**src/rtl/serial_carry_adder.sv**
```systemverilog
// ---------------------------------------------------------------------------
// serial_carry_adder
//
// Bit-serial adder. Two WIDTH-bit operands are shifted out LSB-first, one
// bit pair per enabled clock, through a single registered full-adder carry.
// The current bit pair and carry are exposed every RUN cycle for a
// downstream carry-detect stage. The completed sum and carry-out are
// reported with a single-cycle done pulse and held until the next accepted
// start.
//
// Parameters
//   WIDTH     operand / sum width in bits (>= 2)
//
// Ports
//   clk       in   1      system clock, rising edge
//   rst_n     in   1      asynchronous active-low reset
//   i_start   in   1      request; sampled only in IDLE
//   i_en      in   1      step enable; 0 stalls RUN with everything held
//   i_op_a    in   WIDTH  operand A, captured on accepted start
//   i_op_b    in   WIDTH  operand B, captured on accepted start
//   i_cin     in   1      carry-in, captured on accepted start
//   o_bit_a   out  1      current LSB of the A shift register (0 outside RUN)
//   o_bit_b   out  1      current LSB of the B shift register (0 outside RUN)
//   o_bit_c   out  1      current registered carry (0 outside RUN)
//   o_busy    out  1      high while in RUN
//   o_done    out  1      one-cycle pulse in DONE
//   o_sum     out  WIDTH  result, valid from done until next accepted start
//   o_cout    out  1      final carry-out, same validity as o_sum
// ---------------------------------------------------------------------------
module serial_carry_adder #(
  parameter int WIDTH = 8
) (
  input  logic             clk,
  input  logic             rst_n,
  input  logic             i_start,
  input  logic             i_en,
  input  logic [WIDTH-1:0] i_op_a,
  input  logic [WIDTH-1:0] i_op_b,
  input  logic             i_cin,
  output logic             o_bit_a,
  output logic             o_bit_b,
  output logic             o_bit_c,
  output logic             o_busy,
  output logic             o_done,
  output logic [WIDTH-1:0] o_sum,
  output logic             o_cout
);

  // Counter only has to reach WIDTH-1, so $clog2(WIDTH) bits suffice.
  localparam int CW = (WIDTH > 1) ? $clog2(WIDTH) : 1;
  localparam logic [CW-1:0] LAST_CNT = CW'(WIDTH - 1);

  typedef enum logic [1:0] {
    S_IDLE = 2'b00,
    S_RUN  = 2'b01,
    S_DONE = 2'b10
  } state_t;

  state_t           r_state;
  logic [WIDTH-1:0] r_a;
  logic [WIDTH-1:0] r_b;
  logic [WIDTH-1:0] r_sum;
  logic             r_carry;
  logic             r_cout;
  logic             r_busy;
  logic             r_done;
  logic [CW-1:0]    r_cnt;

  // Full adder on the current bit pair and the registered carry.
  logic w_sum_bit;
  logic w_carry_next;
  logic w_last;

  assign w_sum_bit    = r_a[0] ^ r_b[0] ^ r_carry;
  assign w_carry_next = (r_a[0] & r_b[0]) | (r_carry & (r_a[0] ^ r_b[0]));
  assign w_last       = (r_cnt == LAST_CNT);

  always_ff @(posedge clk or negedge rst_n) begin
    if (!rst_n) begin
      r_state <= S_IDLE;
      r_a     <= '0;
      r_b     <= '0;
      r_sum   <= '0;
      r_carry <= 1'b0;
      r_cout  <= 1'b0;
      r_busy  <= 1'b0;
      r_done  <= 1'b0;
      r_cnt   <= '0;
    end else begin
      case (r_state)
        S_IDLE: begin
          r_done <= 1'b0;
          if (i_start) begin
            r_a     <= i_op_a;
            r_b     <= i_op_b;
            r_carry <= i_cin;
            r_cnt   <= '0;
            r_sum   <= '0;
            r_cout  <= 1'b0;
            r_busy  <= 1'b1;
            r_state <= S_RUN;
          end
        end

        S_RUN: begin
          // A low enable freezes the whole datapath; busy stays asserted.
          if (i_en) begin
            r_a     <= r_a >> 1;
            r_b     <= r_b >> 1;
            r_carry <= w_carry_next;
            // Sum bits enter at the MSB so the LSB lands at bit 0 after
            // WIDTH steps.
            r_sum   <= {w_sum_bit, r_sum[WIDTH-1:1]};
            if (w_last) begin
              r_cout  <= w_carry_next;
              r_busy  <= 1'b0;
              r_done  <= 1'b1;
              r_state <= S_DONE;
            end else begin
              r_cnt <= r_cnt + CW'(1);
            end
          end
        end

        S_DONE: begin
          // Leaves unconditionally; a start seen here is not queued.
          r_done  <= 1'b0;
          r_state <= S_IDLE;
        end

        default: begin
          // Unused encoding 2'b11 recovers to IDLE.
          r_busy  <= 1'b0;
          r_done  <= 1'b0;
          r_state <= S_IDLE;
        end
      endcase
    end
  end

  // Bit taps are gated by the registered busy flag so they read 0 outside
  // RUN and never depend on any input.
  assign o_bit_a = r_busy & r_a[0];
  assign o_bit_b = r_busy & r_b[0];
  assign o_bit_c = r_busy & r_carry;

  assign o_busy  = r_busy;
  assign o_done  = r_done;
  assign o_sum   = r_sum;
  assign o_cout  = r_cout;

endmodule

```
**config.mk**
```make
export PLATFORM = sky130hd
export DESIGN_NAME = serial_carry_adder
export DESIGN_NICKNAME = d
export VERILOG_FILES = /design/src/rtl/serial_carry_adder.sv
export SDC_FILE = /design/constraint.sdc
export NUM_CORES = 1
export LEC_CHECK = 0
export CAP_MARGIN = 0
export CELL_PAD_IN_SITES_DETAIL_PLACEMENT = 1
export CELL_PAD_IN_SITES_GLOBAL_PLACEMENT = 1
export CORE_MARGIN = 8
export CORE_UTILIZATION = 43
export DETAILED_ROUTE_END_ITERATION = 12
export PLACE_DENSITY_LB_ADDON = 0.2
export SLEW_MARGIN = 20
export SYNTH_ARGS = -nofsm -noshare
export SYNTH_HDL_FRONTEND = slang
export SYNTH_SLANG_ARGS = --single-unit
```
**constraint.sdc**
```tcl
create_clock -name clk -period 2.69 [get_ports clk]
set_input_delay 0.4035 -clock clk [delete_from_list [all_inputs] [get_ports clk]]
set_output_delay 0.4035 -clock clk [all_outputs]
set_load 0.05 [all_outputs]
```
==> impl_metrics.py <==
metrics = {
    "run_status": {
        "run_status": "finished clean",
    },
    "synth": {
        "yosysTopAreaCell": "dfrtp_1",
        "yosysUniqueCellTypes": 33,
        "syn_nets": 149,
        "synth_edf_count": 0,
        "syn_area_sq_mm": 0.00163,
        "synth_seq_cells": 33,
        "synthCells": 125,
        "seq_area_frac_synth_pct": 50.6,
        "syn_avg_cell_area_sq_um": 13.1,
        "yosysMostFrequentCell": "dfrtp_1",
        "synth_area_leaders": "dfrtp_1, mux2_2, mux2_4, a22o_1, mux2i_1",
        "synth_commonest_cells": "dfrtp_1, mux2_2, a22o_1",
        "yosysTopAreaCellShare_pct": 50.6,
        "synthFlopType": "dfrtp_1",
        "yosysWarnings": 0,
        "ys_async_sr_fraction_pct": 100,
    },
    "sta": {
        "finClkSkew_ns": 0.00555,
        "final.period_utilization_pct": 78.5,
        "slew_headroom_pct": 63.4,
        "grt_setup_unrepaired": "false",
        "tns_ns": 0,
        "report.final.slew_viol_count": 0,
        "period_needed_ns": 2.11,
        "finalSetupViolations": 0,
        "tightest_slew_ns": 0.547,
        "setup_ws_ns": 0.578,
        "hold_violations": 0,
        "max_freq_ghz": 0.473,
    },
    "layout": {
        "syn_to_final_growth_pct": 29.3,
        "final-seq-area_sq_um": 826,
        "multi_input_area_sq_um": 752,
        "final_layout_size_suffix_gt1_share_pct": 23.2,
        "diodes": 0,
        "fin_util_pct": 57.6,
        "nets": 187,
        "fill_cells": 384,
    },
    "worst_setup_path": {
        "crit_chain": "inv_1 > nor2_1 > clkdlybuf4s50_1",
        "crit_fanout": 4,
        "rr_worst_depth": 3,
        "startpoint_type": "register",
        "worst-setup-path-type": "reg -> out",
        "r2r_setup_slack_ns": 0.74,
        "cp_num_buf_inv": 2,
        "r2r_end": "r_a[1]",
        "end_kind": "output port",
        "critPathMaxStageDelay_ns": 0.82,
        "r2r-start": "r_state[0]",
        "cp.required_ns": 2.29,
        "crit_family": "buffers and inverters",
        "endpoint": "o_bit_c",
        "crit_cells": 3,
        "critPathSlowestCell": "clkdlybuf4s50_1",
        "critical_path.startpoint": "o_busy",
        "cp_data_arrival_time_ns": 1.71,
    },
    "detailed_routing": {
        "routedWlPerCell_um": 18.0,
        "drcViolationCount": 0,
        "antenna_left": 0,
        "dr.pass1.iters": 4,
        "vias": 1125,
        "wl_um": 3810,
        "drtIter0Drc": 61,
        "viasPerCell": 5.31,
    },
    "clocking": {
        "ctsResizeCount": 0,
        "clock_latency_ns": 0.29,
        "cts_tree": "yes",
        "cts_made_buffers": 5,
        "htree_levels": 2,
        "postCtsSetupRepairBufs": 0,
        "cts_root_buf": "clkbuf_8",
        "cts_hold_buffers": 0,
        "cts.clk_slew.worst_paths_ns": 0.07,
        "clock-sinks": 33,
        "cts_buffer_depth": 2,
    },
    "placement": {
        "port_buffers": 34,
        "hpwl_um": 2660,
        "gp_congestion": 0.743,
        "pre_cts_ws_ns": 0.507,
    },
    "grt": {
        "first_global_vias": 1302,
        "grt_overflow": 0,
        "grt_max_degree": 34,
        "grt_usage_pct": 13.7,
        "grt_pass1_wl_um": 6560,
        "antenna_found_initial": 0,
    },
    "worst_hold_path": {
        "whs_path_depth": 1,
        "worst_hold_path_type": "reg -> reg",
        "min_from": "r_a[1]",
    },
    "floorplan": {
        "die_area_sq_mm": 0.00602,
        "initial_utilization_pct": 44.6,
        "rows": 22,
        "core_sq_mm": 0.00366,
        "io_pins": 35,
        "die_x_um": 77.6,
        "die_h_um": 77.6,
    },
    "flow_run": {
        "cap_violations": 0,
    },
    "pwr": {
        "powerDensity_mw_per_mm2": 1300,
        "finalPower_mw": 2.73,
        "ir_worst_vdd_mv": 0.468,
        "p_leak_nw": 1.01,
    },
}
## registers in the layout, summed over array words and instances (netlist names)
signal and flops:
o_done 1, o_busy 1, o_sum 8, r_state 2, r_carry 1, r_cnt 3, r_a 8, o_cout 1
r_b 8
## where the power goes
part	leakage [nW]	internal (mW)	total (mW)	switching [mW]
Combinational	0.538	0.686	1.45	0.761
Clock	0.0542	0.231	0.413	0.182
Sequential	0.420	0.707	0.873	0.166
## logic make-up after synthesis
family / synth area share (%)
compound gates: 12.4
fa+ha+maj: 2.76
buf+inv: 3.30
flops: 50.6
mux: 22.2
simple gates: 8.74
## metrics by stage
stage               cells  hold WS [ns]  area (sq um)
finish                212         0.504          2110
global route          212         0.529          2110
CTS                   212         0.511          2110
detailed placement    204         0.492          2010
global placement      204         0.485          2010
floorplan             125         0.108          1630
## cells in the final DEF (no fill, tap or decap)
master	instances
a21oi_4	1
and4bb_2	1
a22o_1	9
inv_1	6
nor2b_1	3
nor3_1	1
buf_4	1
nand2b_1	1
nand3b_1	1
o21bai_1	1
mux2i_1	5
o22ai_1	1
o2bb2ai_1	2
dfrtp_1	33
a21oi_1	4
a21o_1	2
a211o_1	1
nand2_1	4
nor2b_4	1
mux2_2	17
nor2_1	8
a31oi_1	1
clkinv_2	1
a32oi_1	1
ha_1	2
a221o_1	1
clkbuf_8	7
nor3b_1	1
and3_1	2
mux2_4	8
clkdlybuf4s50_1	34
nand2b_4	1
a21boi_0	1
fa_1	1
## layer usage
metal | share of wire, % | routed length, um | vias up | GRT usage, %
met5 | 0 | 0 | - | 0
met4 | 2.0 | 76 | 0 | 7.92
met3 | 6.1 | 233 | 7 | 4.49
met2 | 50 | 1900 | 31 | 23.0
met1 | 42 | 1590 | 563 | 14.8
li1 | - | - | 524 | -
## final cells by class
| cell class | count | share of cell area (%) |
|---|---|---|
| clock inverter | 1 | 0.237 |
| timing repair buffer | 35 | 16.5 |
| sequential | 33 | 39.1 |
| tap | 48 | 2.85 |
| inverter | 6 | 1.07 |
| multi-input combinational | 82 | 35.6 |
| clock buffer | 7 | 4.57 |
## worst min-delay path by stage
stage                to  slack [ns]
4_1_cts          r_a[1]        0.51
2_1_floorplan    o_busy        0.11
6_report         r_a[1]        0.50
3_3_place_gp     o_done        0.48
5_1_grt          r_b[1]        0.53
3_5_place_dp   o_sum[0]        0.49
Power figures use the tool's default switching activity.
